**src/rtl/ro_puf_sequencer.sv**
```systemverilog
// Ring-oscillator PUF sequencer: evaluates RESP_BITS oscillator-pair races from one challenge word,
// counting synchronised RO edges over a cycle-exact window per pair.
module ro_puf_sequencer #(
    parameter int unsigned SEL_W        = 4,
    parameter int unsigned RESP_BITS    = 8,
    parameter int unsigned COUNTER_SIZE = 16,
    parameter int unsigned WINDOW       = 1024,
    parameter int unsigned SETTLE       = 16
) (
    input  logic                         clock,
    input  logic                         reset,
    input  logic                         Start,
    input  logic [RESP_BITS*2*SEL_W-1:0] Challenge,
    input  logic [(2**SEL_W)-1:0]        RoOut,
    output logic                         RoEnable,
    output logic                         Busy,
    output logic                         Done,
    output logic [RESP_BITS-1:0]         Response,
    output logic [RESP_BITS-1:0]         Tie
);
    localparam int unsigned NUM_RO = 2**SEL_W;
    localparam int unsigned CH_W   = RESP_BITS*2*SEL_W;
    localparam int unsigned T_MAX  = (WINDOW > SETTLE) ? WINDOW : SETTLE;
    localparam int unsigned T_W    = $clog2(T_MAX + 1);
    localparam int unsigned K_W    = (RESP_BITS > 1) ? $clog2(RESP_BITS) : 1;

    typedef enum logic [2:0] {
        ST_IDLE,
        ST_SETTLE,
        ST_COUNT,
        ST_COMPARE,
        ST_DONE
    } state_t;

    state_t                  state_q, state_d;
    logic                    busy_d, done_d;
    logic [T_W-1:0]          tmr_q;
    logic [K_W-1:0]          k_q;
    logic [CH_W-1:0]         chal_q;
    logic [NUM_RO-1:0]       ro_bank;
    logic [SEL_W-1:0]        sel_a, sel_b;
    logic [2:0]              sync_a, sync_b;
    logic                    edge_a, edge_b;
    logic [COUNTER_SIZE-1:0] cnt_a, cnt_b;

    assign ro_bank = RoOut;

    // Oscillator indices of the pair currently being evaluated
    always_comb begin
        sel_a = chal_q[(32'(k_q) * 2) * SEL_W +: SEL_W];
        sel_b = chal_q[(32'(k_q) * 2 + 1) * SEL_W +: SEL_W];
    end

    // Two synchroniser stages plus one history flop per channel; free-running in all states
    always_ff @(posedge clock) begin
        if (reset) begin
            sync_a <= '0;
            sync_b <= '0;
        end else begin
            sync_a <= {sync_a[1:0], ro_bank[sel_a]};
            sync_b <= {sync_b[1:0], ro_bank[sel_b]};
        end
    end

    assign edge_a = sync_a[1] & ~sync_a[2];
    assign edge_b = sync_b[1] & ~sync_b[2];

    always_ff @(posedge clock) begin
        if (reset) state_q <= ST_IDLE;
        else       state_q <= state_d;
    end

    always_comb begin
        state_d = state_q;
        busy_d  = 1'b0;
        done_d  = 1'b0;
        case (state_q)
            ST_IDLE:    if (Start) state_d = ST_SETTLE;
            ST_SETTLE:  if (tmr_q == T_W'(SETTLE - 1)) state_d = ST_COUNT;
            ST_COUNT:   if (tmr_q == T_W'(WINDOW - 1)) state_d = ST_COMPARE;
            ST_COMPARE: state_d = (k_q == K_W'(RESP_BITS - 1)) ? ST_DONE : ST_SETTLE;
            ST_DONE:    state_d = ST_IDLE;
            default:    state_d = ST_IDLE;
        endcase
        busy_d = (state_d == ST_SETTLE) || (state_d == ST_COUNT) || (state_d == ST_COMPARE);
        done_d = (state_d == ST_DONE);
    end

    // Datapath and registered outputs; phase timer restarts on every state change
    always_ff @(posedge clock) begin
        if (reset) begin
            Busy     <= 1'b0;
            RoEnable <= 1'b0;
            Done     <= 1'b0;
            Response <= '0;
            Tie      <= '0;
            tmr_q    <= '0;
            k_q      <= '0;
            chal_q   <= '0;
            cnt_a    <= '0;
            cnt_b    <= '0;
        end else begin
            Busy     <= busy_d;
            RoEnable <= busy_d;
            Done     <= done_d;
            tmr_q    <= (state_d != state_q) ? '0 : tmr_q + T_W'(1);
            case (state_q)
                ST_IDLE: begin
                    if (Start) begin
                        chal_q   <= Challenge;
                        Response <= '0;
                        Tie      <= '0;
                        k_q      <= '0;
                    end
                end
                ST_SETTLE: begin
                    cnt_a <= '0;
                    cnt_b <= '0;
                end
                ST_COUNT: begin
                    if (edge_a && (cnt_a != '1)) cnt_a <= cnt_a + COUNTER_SIZE'(1);
                    if (edge_b && (cnt_b != '1)) cnt_b <= cnt_b + COUNTER_SIZE'(1);
                end
                ST_COMPARE: begin
                    Response[k_q] <= (cnt_a > cnt_b);
                    Tie[k_q]      <= (cnt_a == cnt_b);
                    if (k_q != K_W'(RESP_BITS - 1)) k_q <= k_q + K_W'(1);
                end
                default: ;
            endcase
        end
    end

endmodule
```
**config.mk**
```make
export PLATFORM = sky130hd
export DESIGN_NAME = ro_puf_sequencer
export DESIGN_NICKNAME = d
export VERILOG_FILES = /design/src/rtl/ro_puf_sequencer.sv
export SDC_FILE = /design/constraint.sdc
export NUM_CORES = 1
export LEC_CHECK = 0
export CAP_MARGIN = 20
export CORE_ASPECT_RATIO = 1.75
export CORE_MARGIN = 8
export CORE_UTILIZATION = 35
export CTS_CLUSTER_DIAMETER = 120
export DETAILED_ROUTE_END_ITERATION = 12
export GPL_ROUTABILITY_DRIVEN = 0
export PLACE_DENSITY = 0.69
export SLEW_MARGIN = 20
export SYNTH_ARGS = -nofsm -noshare
export SYNTH_HDL_FRONTEND = slang
export SYNTH_SLANG_ARGS = --single-unit
```
**constraint.sdc**
```tcl
create_clock -name clock -period 2.1 [get_ports clock]
set_clock_uncertainty 0.2 [all_clocks]
set_input_delay 0.42 -clock clock [delete_from_list [all_inputs] [get_ports clock]]
set_output_delay 0.42 -clock clock [all_outputs]
set_load 0.05 [all_outputs]
```
After elaboration in Yosys (flattened, before gate mapping)
Index checks and enable logic that the tools add are counted.
{"block": "word_totals", "regBits": 137, "in_bits": 83, "out_inout_bits": 19, "wordCells": 84}
{"block": "classes", "n_lt_le_gt_ge": 5, "bitwise": 4, "add_sub_neg": 5, "n_shift": 2, "n_eq_ne": 19, "mux": 23, "reduce_logical": 14}
{"op": "16-bit case mux with 2 select lines", "n": 2}
{"op": "64-bit by 7-bit indexed part select with 4-bit output", "n": 1}
{"op": "64-bit by 8-bit indexed part select with 4-bit output", "n": 1}
{"op": "16-bit by 1-bit adder with 16-bit output (second input constant)", "n": 2}
{"op": "16-bit two-way mux", "n": 2}
{"op": "16-bit inequality test (second input constant)", "n": 2}
{"op": "8-bit case mux with 2 select lines", "n": 2}
{"op": "3-bit two-way mux", "n": 6}
{"op": "8-bit bitwise mux", "n": 2}
{"op": "16-bit == test", "n": 1}
{"op": "16-bit greater-than comparator", "n": 1}
{"op": "3-bit by 2-bit == test with 1-bit output (second input constant)", "n": 4}
{"op": "3-bit case mux with 4 select lines", "n": 1}
{"op": "11-bit by 1-bit adder with 11-bit output (second input constant)", "n": 1}
{"op": "11-bit by 10-bit == test with 1-bit output (second input constant)", "n": 1}
{"op": "11-bit by 4-bit == test with 1-bit output (second input constant)", "n": 1}
{"op": "4-bit by 5-bit < comparator with 1-bit output (second input constant)", "n": 2}
{"op": "1-bit binary-select mux with 4-bit select", "n": 2}
{"op": "8-bit two-way mux", "n": 1}
{"op": "2-bit inequality test (second input constant)", "n": 4}
{"op": "2-bit AND reduction", "n": 4}
{"op": "3-bit by 1-bit == test with 1-bit output (second input constant)", "n": 2}
{"op": "3-bit == test (second input constant)", "n": 2}
{"op": "3-bit case mux with 2 select lines", "n": 1}
{"op": "other kinds (16)", "n": 24}

Logic depth before layout (Yosys ltp)
Gate-level depths: netlist of the first run.
{"block": "logic_depth", "word_depth": 6, "depth_mapped": 11}

Worst setup path after synthesis of the first run
No wires, ideal clock.
{"block": "synth_path", "path_kind": "register to register", "startpoint": "register cnt_b[14]", "endpoint": "register Response[0]", "arrival_time_ns": 1.816, "n_path_buf": 0, "required_time_ns": 1.767, "setup_slack_ns": -0.049, "path_stages_with_launch": 9, "path_cell_list": "dfxtp_1 inv_1 ha_1 nand4_1 or2_2 nor2_1 nor2_1 o21ai_1 o21ai_0"}
{"block": "synth_via", "elab_chain_cells": 3}
{"item": "from (decl)", "line_no": "44", "rtl": "logic [COUNTER_SIZE-1:0] cnt_a, cnt_b;"}
{"item": "from (signal assigned)", "line_no": "122", "rtl": "if (edge_b && (cnt_b != '1)) cnt_b <= cnt_b + COUNTER_SIZE'(1);"}
{"item": "16-bit greater-than comparator", "line_no": "125", "rtl": "Response[k_q] <= (cnt_a > cnt_b);"}
{"item": "8-bit bitwise mux", "line_no": "125"}
{"item": "8-bit case mux with 2 select lines", "line_no": "107", "rtl": "case (state_q)"}
{"item": "to (signal, indexed assignment)", "line_no": "125"}
{"item": "to (decl)", "line_no": "18", "rtl": "output logic [RESP_BITS-1:0] Response,"}
No other way between the ends.
A chain may end at the register's enable or synchronous reset.

Worst setup path after layout of the first run
{"block": "layout_path", "startpoint": "register k_q[0]", "endpoint": "register sync_b[0]"}
{"block": "layout_via", "elab_chain_cells": 4}
{"item": "from (decl)", "line_no": "38", "rtl": "logic [K_W-1:0] k_q;"}
{"item": "from (signal assigned)", "line_no": "127", "rtl": "if (k_q != K_W'(RESP_BITS - 1)) k_q <= k_q + K_W'(1);"}
{"item": "4-bit by 1-bit adder with 5-bit output", "line_no": "51", "rtl": "sel_b = chal_q[(32'(k_q) * 2 + 1) * SEL_W +: SEL_W];"}
{"item": "64-bit by 8-bit indexed part select with 4-bit output", "line_no": "51"}
{"item": "1-bit binary-select mux with 4-bit select", "line_no": "61", "rtl": "sync_b <= {sync_b[1:0], ro_bank[sel_b]};"}
{"item": "1-bit two-way mux (implied by the code)", "line_no": "61"}
{"item": "to (signal assigned)", "line_no": "61"}
{"item": "to (decl)", "line_no": "42", "rtl": "logic [2:0] sync_a, sync_b;"}
No other way between the ends. The select of a mux whose other input is x is not followed.

==> impl_results.md, run 1 <==
- Max-slew violation count: 0
- Failing checks: negative setup slack
- Root buffer cell: clkbuf_16
- Post-synth EDFFs: 0
- Status: finished, violations left
- Startpoint type of the worst setup path: flop
- Layout cells sized above 1: roughly a quarter
- Count of input and output buffers: just over 100
- Total GRT Usage: 16.6%
- Final HPWL DP: 14800 um
- Die Span X: 120 um
- Worst slew pin tran: approximately 0.65 ns
- Crit-path max FO: 8
- # diodes: 0
- DR DRC count: 0
- Ports: 102
- Largest net degree at the start of global routing: 34
- Final WS setup: -0.209 ns
- TritonCTS buffer count: 17
- Average wire per standard cell: 16.4 um
- Area Overhead vs Synth: 42.2%
- Vias: 6158
- Placement Rows: 67
- Final setup viols: 2
- Seq/Total Area, Yosys: 41.1%
- Worst path arrival time: 2.39 ns
- Initial antenna violation count: 0
- R2r startpoint: k_q[0]
- Max VDD drop: around 0.00044 V
- CTS Hold Bufs: 0
- Worst reg2reg path endpoint: sync_b[0]
- Vias per inst: approximately 5
- Chip height: 199 um
- Commonest non-fill, non-tap cell in the layout: nand2_1
- Fmax achieved: 0.433 GHz
- CP endpoint: sync_b[0]
- 1st-iter DRT viols: 288
- Syn Nets: 903
- Detailed Routing Iterations Pass 1: 5
- Post-route clock period utilization: 110%
- Post-synth top flop: dfxtp_1
- Launch point of the worst path: k_q[0]
- RSZ-0062 raised after global routing: yes
- Slew HR: 56.7%
- Die area: 23900 um^2
- Setup TNS: -0.318 ns
- Fill count: approximately 1.8k
- P_leak: 3.70 nW
- Worst-path clk slew: 0.06 ns
- Mapped Cells: 799
- Core footprint: between 15000 and 20000 um^2
- Asr flop ratio synth: 0%
- Worst Hold Depth: 2
- Post-synth cell types: between 60 and 70
- # H-tree levels: 4
- Critical setup path kind: reg -> reg
- First-pass GRT wire length: 31100 um
- Tot Pwr: 6.76 mW
- Gr ovfl total: 0
- Starting Density: 35.2%
- Clock Path Buffers: 2
- Synth Register Bits: between 100 and 150
- Mapped Area: 6670 um^2
- Type of the most critical hold path: in -> reg
- Power per Cell Area: 712 nW/um^2
- Synth Warn #: 0
- Worst EP required: ~2.2 ns
- Final hold vios: 0
- Total Wirelength: 19900 um
- Max cap viols: 0
- Routed Antenna Nets: 0
- Minimum clock period: 2.31 ns
- Most frequent cells in the layout: nand2_1 (159), dfxtp_1 (128), buf_4 (88)
- Clock sinks: 137
- CP endpoint kind: flop
- R2R Setup Slk: -0.21 ns
- Worst-skew pair later-pin latency: 0.42 ns
- Synth Area per Inst: 8.35 um^2
- TritonCTS clock tree: yes
- Nets: about 1.1k
- Vias in the first global route: about 6.3k
- R2R cell count: 10
## metal layers
layer / GRT usage, % / wire (um)
met4: 9.44 / 803
met1: 16.2 / 7370
met5: 0 / 0
met2: 31.2 / 10900
met3: 3.61 / 857
## report_power, final
group,internal (mW),switching [mW],total [mW]
combinational,0.381,0.367,0.748
clock,2.06,1.19,3.26
sequential,2.69,0.0598,2.75
total,5.14,1.62,6.76
## worst min path at each step
stage                          from         end  slack, ns
after floorplan           sync_a[0]   sync_a[1]       0.21
after global placement    sync_b[0]   sync_b[1]       0.22
after detailed placement  sync_b[0]   sync_b[1]       0.22
after CTS                     reset  state_q[0]       0.19
after global routing          reset  state_q[0]       0.22
final                         reset  state_q[0]       0.21
## cell type report
| cell class | count | area [um^2] | area share, % |
|---|---|---|---|
| Clock buffer | 19 | 453 | 4.77 |
| Clock inverter | 13 | 194 | 2.04 |
| Inverter | 20 | 75.1 | 0.791 |
| Multi-Input combinational cell | 600 | 3930 | 41.4 |
| Sequential cell | 137 | 2760 | 29.1 |
| Tap cell | 241 | 302 | 3.18 |
| Timing Repair Buffer | 187 | 1780 | 18.7 |
## Yosys cell counts (5+ instances only)
| cell | number | area [um^2] |
|---|---|---|
| dfxtp_1 | 137 | 2740 |
| a211oi_1 | 7 | 52.6 |
| o21ai_0 | 16 | 80.1 |
| a21o_1 | 6 | 45.0 |
| ha_1 | 21 | 263 |
| nand4_1 | 12 | 75.1 |
| a21oi_1 | 87 | 435 |
| xor2_1 | 14 | 123 |
| nor3_1 | 7 | 35.0 |
| nand3_1 | 40 | 200 |
| clkbuf_1 | 22 | 82.6 |
| xnor2_1 | 22 | 193 |
| mux2i_1 | 30 | 300 |
| o22ai_1 | 7 | 43.8 |
| buf_2 | 12 | 60.1 |
| a22oi_1 | 8 | 60.1 |
| or3_1 | 5 | 31.3 |
| nand2_1 | 160 | 601 |
| inv_1 | 20 | 75.1 |
| nand3b_1 | 6 | 45.0 |
| nor2b_1 | 11 | 68.8 |
| and3_1 | 9 | 56.3 |
| nor2_1 | 62 | 233 |
## sequential cells by signal, indices dropped and copies added (netlist names)
name	count
Done	1
chal_q	64
k_q	3
Tie	8
Busy	1
sync_b	3
tmr_q	11
cnt_a	16
state_q	3
Response	8
cnt_b	16
sync_a	3
## through the flow
stage                     setup slack [ns]  area (um^2)  cells  util, %  hold WS [ns]
after floorplan                     0.0478         6680    799        -         0.214
after global placement              -0.188         8380   1174     44.2         0.218
after detailed placement            -0.203         8380   1174     44.2         0.225
after CTS                           -0.146         9290   1214     49.0         0.187
after global routing                -0.261         9490   1217     50.1         0.217
final                               -0.209         9490   1217     50.1         0.206
## logic make-up after synthesis
family                   after synthesis  share of synthesized area, %
AND/OR/NAND/NOR                      347                          25.0
AO/OA/AOI/OAI                        157                          14.4
flip-flops                           137                          41.1
buffers and inverters                 62                          4.54
multiplexers                          39                          6.36
XOR/XNOR                              36                          4.72
adder cells (fa/ha/maj)               21                          3.94
## what timing repair did
action	4_1_cts	5_1_grt
gates resized for setup	39	47
setup endpoints to repair	13	49
pin swaps	8	20
cloned	2	0
setup buffers	7	3
## critical path: stages, from the launching register on
cell and delay [ns]:
dfxtp_4 0.42, buf_12 0.14, buf_6 0.10, mux2i_2 0.22, o22ai_2 0.15, nor2_8 0.23
buf_4 0.15, mux2i_1 0.21, a22oi_1 0.12, nand4b_1 0.12, o31ai_2 0.08
No activity file was read; power rests on OpenSTA's default activity.
==> inputs of run 2 (changes only) <==
--- a/config.mk
+++ b/config.mk
@@ -12,7 +12,7 @@
 export CTS_CLUSTER_DIAMETER = 120
 export DETAILED_ROUTE_END_ITERATION = 12
 export GPL_ROUTABILITY_DRIVEN = 0
-export PLACE_DENSITY = 0.69
+export PLACE_DENSITY = 0.67
 export SLEW_MARGIN = 20
 export SYNTH_ARGS = -nofsm -noshare
 export SYNTH_HDL_FRONTEND = slang
==> constraint.sdc (replaced) <==
create_clock -name clock -period 2.75 [get_ports clock]
set_clock_uncertainty 0.2 [all_clocks]
set_input_delay 0.55 -clock clock [delete_from_list [all_inputs] [get_ports clock]]
set_output_delay 0.55 -clock clock [all_outputs]
set_load 0.05 [all_outputs]
==> run 2 against run 1 <==
The flow now finishes without violations. Highest routed layer unchanged. Routed wire length down 5.0%. Worst setup slack better by 0.53 ns. Critical path depth down 2. Via count down 4.6%. Critical endpoint unchanged.
==> impl_results.md, run 2 (synthesis gave the netlist of run 1 again) <==
- First-pass GRT wire length: 30300 um
- CTS Hold Bufs: 0
- Max cap viols: 0
- Routed Antenna Nets: 0
- Launch point of the worst path: k_q[0]
- Status: finished clean
- TritonCTS clock tree: yes
- Starting Density: 35.2%
- Final WS setup: ~0.32 ns
- Non-Filler Instances: 1151
- # diodes: 0
- Slowest CP cell: dfxtp_2
- Dpl cells: 1119
- Commonest non-fill, non-tap cell in the layout: nand2_1
- Die Span X: 120 um
- Die area: 23900 um^2
- RSZ-0062 raised after global routing: no
- Post_cts resized: 0
- Slew HR: 61.9%
- Chip height: roughly 200 um
- CP endpoint kind: flop
- Placement Rows: 67
- Count of input and output buffers: 101
- Power per Cell Area: 570 nW/um^2
- Pre-CTS setup slack: 0.310 ns
- Worst slew pin tran: between 0.5 and 0.6 ns
- Most frequent cells in the layout: nand2_1 (160), dfxtp_1 (136), clkdlybuf4s50_1 (100)
- TritonCTS buffer count: 17
- Fill count: 1903
- Fmax achieved: 0.412 GHz
- Final hold vios: 0
- Minimum clock period: 2.43 ns
- Max-slew violation count: 0
- Worst reg2reg path endpoint: sync_b[0]
- Clock sinks: 137
- Max reg flops: 64
- CP endpoint: sync_b[0]
- Area Overhead vs Synth: 27.8%
- Worst EP required: 2.89 ns
- Gr ovfl total: 0
- Max VDD drop: roughly 0.00034 V
- Total GRT Usage: 16.3%
- P_leak: 3.17 nW
- Final setup viols: 0
- Type of the most critical hold path: reg -> reg
- 1st-iter DRT viols: 292
- Initial antenna violation count: 0
- Core footprint: 18900 um^2
- Crit-path max FO: 15
- Post-route clock period utilization: 88.2%
- # H-tree levels: 4
- CP Cell Sequence: buf_4, mux2_1, o22ai_1, a211oi_1, nor2b_1, a22oi_1, nand2_1, o31ai_2
- Postcts setup bufs: 0
- Tot Pwr: 4.86 mW
- Setup TNS: 0 ns
- Worst-skew pair later-pin latency: 0.43 ns
- Total Wirelength: 18900 um
- Layout cells sized above 1: under 10%
- Critical setup path kind: reg -> reg
- Largest net degree at the start of global routing: 75
- Final HPWL DP: 14500 um
- Clock Path Buffers: 2
- Max incr delay on CP: 0.52 ns
- Worst-path clk slew: 0.07 ns
- R2R Setup Slk: roughly 0.32 ns
- Vias per inst: 5.10
- Ports: 102
- Root buffer cell: clkbuf_16
- Largest reg by FF count: chal_q
- Detailed Routing Iterations Pass 1: 5
- Cell area after layout: 8530 um^2
- Vias in the first global route: ~6k
- DR DRC count: 0
- Average wire per standard cell: 16.5 um
- R2R cell count: 8
- Vias: 5872
- Nets: 1001
- Startpoint type of the worst setup path: flop
- Largest registers: chal_q: 64 flops, cnt_a: 16 flops, cnt_b: 16 flops
- R2r startpoint: k_q[0]
- Placed Area: between 7000 and 8000 um^2
- Worst path arrival time: 2.57 ns
## run 2: cell types whose count changed in the layout (fill, tap and decap cells not counted), moves of 6 or more
cell	before	now
dfxtp_1	128	136
dfxtp_2	7	1
buf_12	9	3
mux2i_1	24	30
clkdlybuf4s50_1	81	100
a21oi_1	81	87
buf_4	88	17
buf_6	6	0
a21oi_2	7	1
## run 2: cell type report
class	instances	area (um^2)	share of cell area [%]
tap	241	302	3.53
multi-input combinational	600	3630	42.6
clock buffer	17	425	4.99
clock inverter	15	158	1.85
sequential	137	2740	32.2
timing repair buffer	121	1190	14.0
inverter	20	75.1	0.880
## run 2: metal layers
metal / global-route usage (%) / part of all wire, %
met4: 11.9 / 5.8
met2: 30.3 / 54
met5: 0 / 0
met3: 3.64 / 3.7
met1: 15.3 / 36
## run 2: metrics by stage
step                      hold WS [ns]  utilization (%)
final                            0.247             45.0
after global routing             0.266             45.0
after CTS                        0.248             45.0
after detailed placement         0.232             42.0
after global placement           0.220             42.0
after floorplan                  0.214                -
## run 2: worst min path at each step
stage / from / to / slack [ns] / depth (start not counted)
2_1_floorplan: sync_a[0] / sync_a[1] / 0.21 / 1
3_3_place_gp: sync_a[0] / sync_a[1] / 0.22 / 1
3_5_place_dp: sync_a[0] / sync_a[1] / 0.23 / 1
4_1_cts: sync_a[0] / sync_a[1] / 0.25 / 1
5_1_grt: sync_a[0] / sync_a[1] / 0.27 / 1
6_report: sync_a[0] / sync_a[1] / 0.25 / 1
## run 2: power by group
group	internal [mW]	leakage, nW	switching [mW]
Clock	1.28	0.275	0.993
Sequential	2.06	1.12	0.0501
Combinational	0.229	1.78	0.246
## run 2: worst max-delay path: cells and delay by family (launching register included)
kind            cells  cell delay (ns)
compound gates      4             0.93
flops               1             0.52
buf+inv             1             0.29
simple gates        2             0.22
mux                 1             0.17
==> inputs of run 3 (changes only) <==
--- a/config.mk
+++ b/config.mk
@@ -6,13 +6,15 @@
 export NUM_CORES = 1
 export LEC_CHECK = 0
 export CAP_MARGIN = 20
+export CELL_PAD_IN_SITES_DETAIL_PLACEMENT = 0
+export CELL_PAD_IN_SITES_GLOBAL_PLACEMENT = 1
 export CORE_ASPECT_RATIO = 1.75
 export CORE_MARGIN = 8
 export CORE_UTILIZATION = 35
 export CTS_CLUSTER_DIAMETER = 120
 export DETAILED_ROUTE_END_ITERATION = 12
 export GPL_ROUTABILITY_DRIVEN = 0
-export PLACE_DENSITY = 0.67
+export PLACE_DENSITY = 0.85
 export SLEW_MARGIN = 20
 export SYNTH_ARGS = -nofsm -noshare
 export SYNTH_HDL_FRONTEND = slang
==> constraint.sdc (replaced) <==
create_clock -name clock -period 2 [get_ports clock]
set_clock_uncertainty 0.2 [all_clocks]
set_input_delay 0.4 -clock clock [delete_from_list [all_inputs] [get_ports clock]]
set_output_delay 0.4 -clock clock [all_outputs]
set_load 0.05 [all_outputs]
==> run 3 against run 2 <==
The flow now finishes with violations (negative setup slack). Via count grew 6.0%. Maximum frequency grew 14%. Power grew 40%. Final cell count grew 7.8%. Routed wire length grew 6.9%. Worst setup slack lost 0.46 ns. Largest power group unchanged. Sequential share of layout area shrank 3.5 points. Core utilization grew 5.9 points.
==> impl_results.md, run 3 (synthesis gave the netlist of run 1 again) <==
- First-pass GRT wire length: just over 30000 um
- # diodes: 0
- Routed Antenna Nets: 0
- Worst reg2reg path endpoint: sync_a[0]
- CP Cell Sequence: buf_12, mux4_2, and2_4, a22o_1, a211oi_2, o21ai_1, o22ai_1
- CP endpoint kind: flop
- Max incr delay on CP: 0.52 ns
- Total GRT Usage: between 10% and 20%
- Clock sinks: between 100 and 150
- Post-route clock period utilization: 107%
- # H-tree levels: 4
- Final core occ: 50.9%
- Largest net degree at the start of global routing: 66
- Largest reg by FF count: chal_q
- Slowest CP cell: mux4_2
- Startpoint type of the worst setup path: flop
- RSZ-0062 raised after global routing: yes
- Vias: 6224
- Die area: 23900 um^2
- DR DRC count: 0
- Worst-path clk slew: 0.06 ns
- R2R cell count: 7
- Nets: 1092
- Failing checks: negative setup slack
- Largest registers: chal_q: 64 flops, cnt_a: 16 flops, cnt_b: 16 flops
- Launch point of the worst path: k_q[0]
- Tot Pwr: around 6.8 mW
- CTS Hold Bufs: 0
- R2R Setup Slk: -0.13 ns
- Footprint of the multi-input gates: 4020 um^2
- Worst-skew pair later-pin latency: between 0.4 and 0.5 ns
- Detailed Routing Iterations Pass 1: 5
- Gr ovfl total: 0
- Status: finished, violations left
- Final hold vios: 0
- Final setup viols: 4
- Max VDD drop: about 0.00046 V
- Power per Cell Area: ~710 nW/um^2
- Setup TNS: -0.256 ns
- Slew HR: between 60% and 70%
- TritonCTS clock tree: yes
- CP endpoint: sync_a[0]
- Worst EP required: 2.15 ns
- Average wire per standard cell: 16.3 um
- Root buffer cell: clkbuf_16
- Total Wirelength: 20300 um
- R2r startpoint: k_q[0]
- Fmax achieved: 0.469 GHz
- Crit-path max FO: 8
- Critical setup path kind: reg -> reg
- TritonCTS buffer count: 17
- Layout cells sized above 1: 26.7%
- Vias in the first global route: 6439
- Die Span X: 120 um
- Dpl cells: 1199
- Ports: 102
- Starting Density: 35.2%
- Max cap viols: 0
- Commonest non-fill, non-tap cell in the layout: nand2_1
- Final HPWL DP: ~15000 um
- Vias per inst: 5.02
- Most frequent cells in the layout: nand2_1 (157), dfxtp_1 (120), buf_4 (117)
- P_leak: 3.78 nW
- Sequential cell area: 2770 um^2
- 1st-iter DRT viols: ~230
- Fill count: 1831
- Core footprint: around 19000 um^2
- Worst slew pin tran: 0.533 ns
- Max reg flops: 64
- Final WS setup: -0.133 ns
- Placement Rows: 67
- Area Overhead vs Synth: 44.6%
- Max-slew violation count: 0
- Count of input and output buffers: 101
- Minimum clock period: 2.13 ns
- Clock Path Buffers: 2
- Non-Filler Instances: 1241
- Worst path arrival time: 2.29 ns
- Type of the most critical hold path: in -> reg
- Initial antenna violation count: 0
- Chip height: 199 um
## run 3: worst max-delay path, delay by kind of cell, from the launching register on
kind | cells | cell delay, ns
DFF | 1 | 0.37
buffers and inverters | 1 | 0.14
and+or+nand+nor | 1 | 0.18
muxes | 1 | 0.52
AOI/OAI and AO/OA | 4 | 0.64
## run 3: how the worst min path moves through the flow
stage | startpoint | end | slack, ns | cells after the start
global route | reset | Tie[1] | 0.15 | 2
floorplan | sync_a[0] | sync_a[1] | 0.21 | 1
detailed placement | sync_a[0] | sync_a[1] | 0.23 | 1
finish | reset | Tie[1] | 0.15 | 2
CTS | reset | Tie[1] | 0.12 | 2
global placement | sync_a[0] | sync_a[1] | 0.23 | 1
## run 3: where the power goes
group | switching, mW | internal (mW)
registers | 0.0642 | 2.83
logic | 0.381 | 0.383
clock network | 1.30 | 1.86
total | 1.74 | 5.07
## run 3: layout make-up
class                           count  share of cell area (%)
Timing Repair Buffer              212                    19.7
Clock buffer                       17                    4.41
Tap cell                          241                    3.12
Clock inverter                     14                    1.69
Sequential cell                   137                    28.7
Multi-Input combinational cell    600                    41.6
Inverter                           20                   0.778
## run 3: per-stage QoR
step	setup slack [ns]	hold slack (ns)	cell area [um^2]
6_report	-0.133	0.152	9650
3_3_place_gp	-0.209	0.227	8530
3_5_place_dp	-0.259	0.233	8530
5_1_grt	-0.238	0.148	9650
2_1_floorplan	0.0158	0.214	6690
4_1_cts	-0.150	0.124	9330
## run 3: per-layer routing
layer	GRT usage (%)	vias up	part of all wire [%]
met1	15.1	2909	35
met4	10.3	0	5.0
li1	-	3134	-
met2	32.1	134	56
met3	3.95	47	4.0
met5	0	-	0
## run 3: repair_timing
item	4_1_cts	5_1_grt
cloned	1	1
endpoints found under the setup margin	43	100
resized for setup	52	61
pin swaps	18	36
buffers inserted	2	10
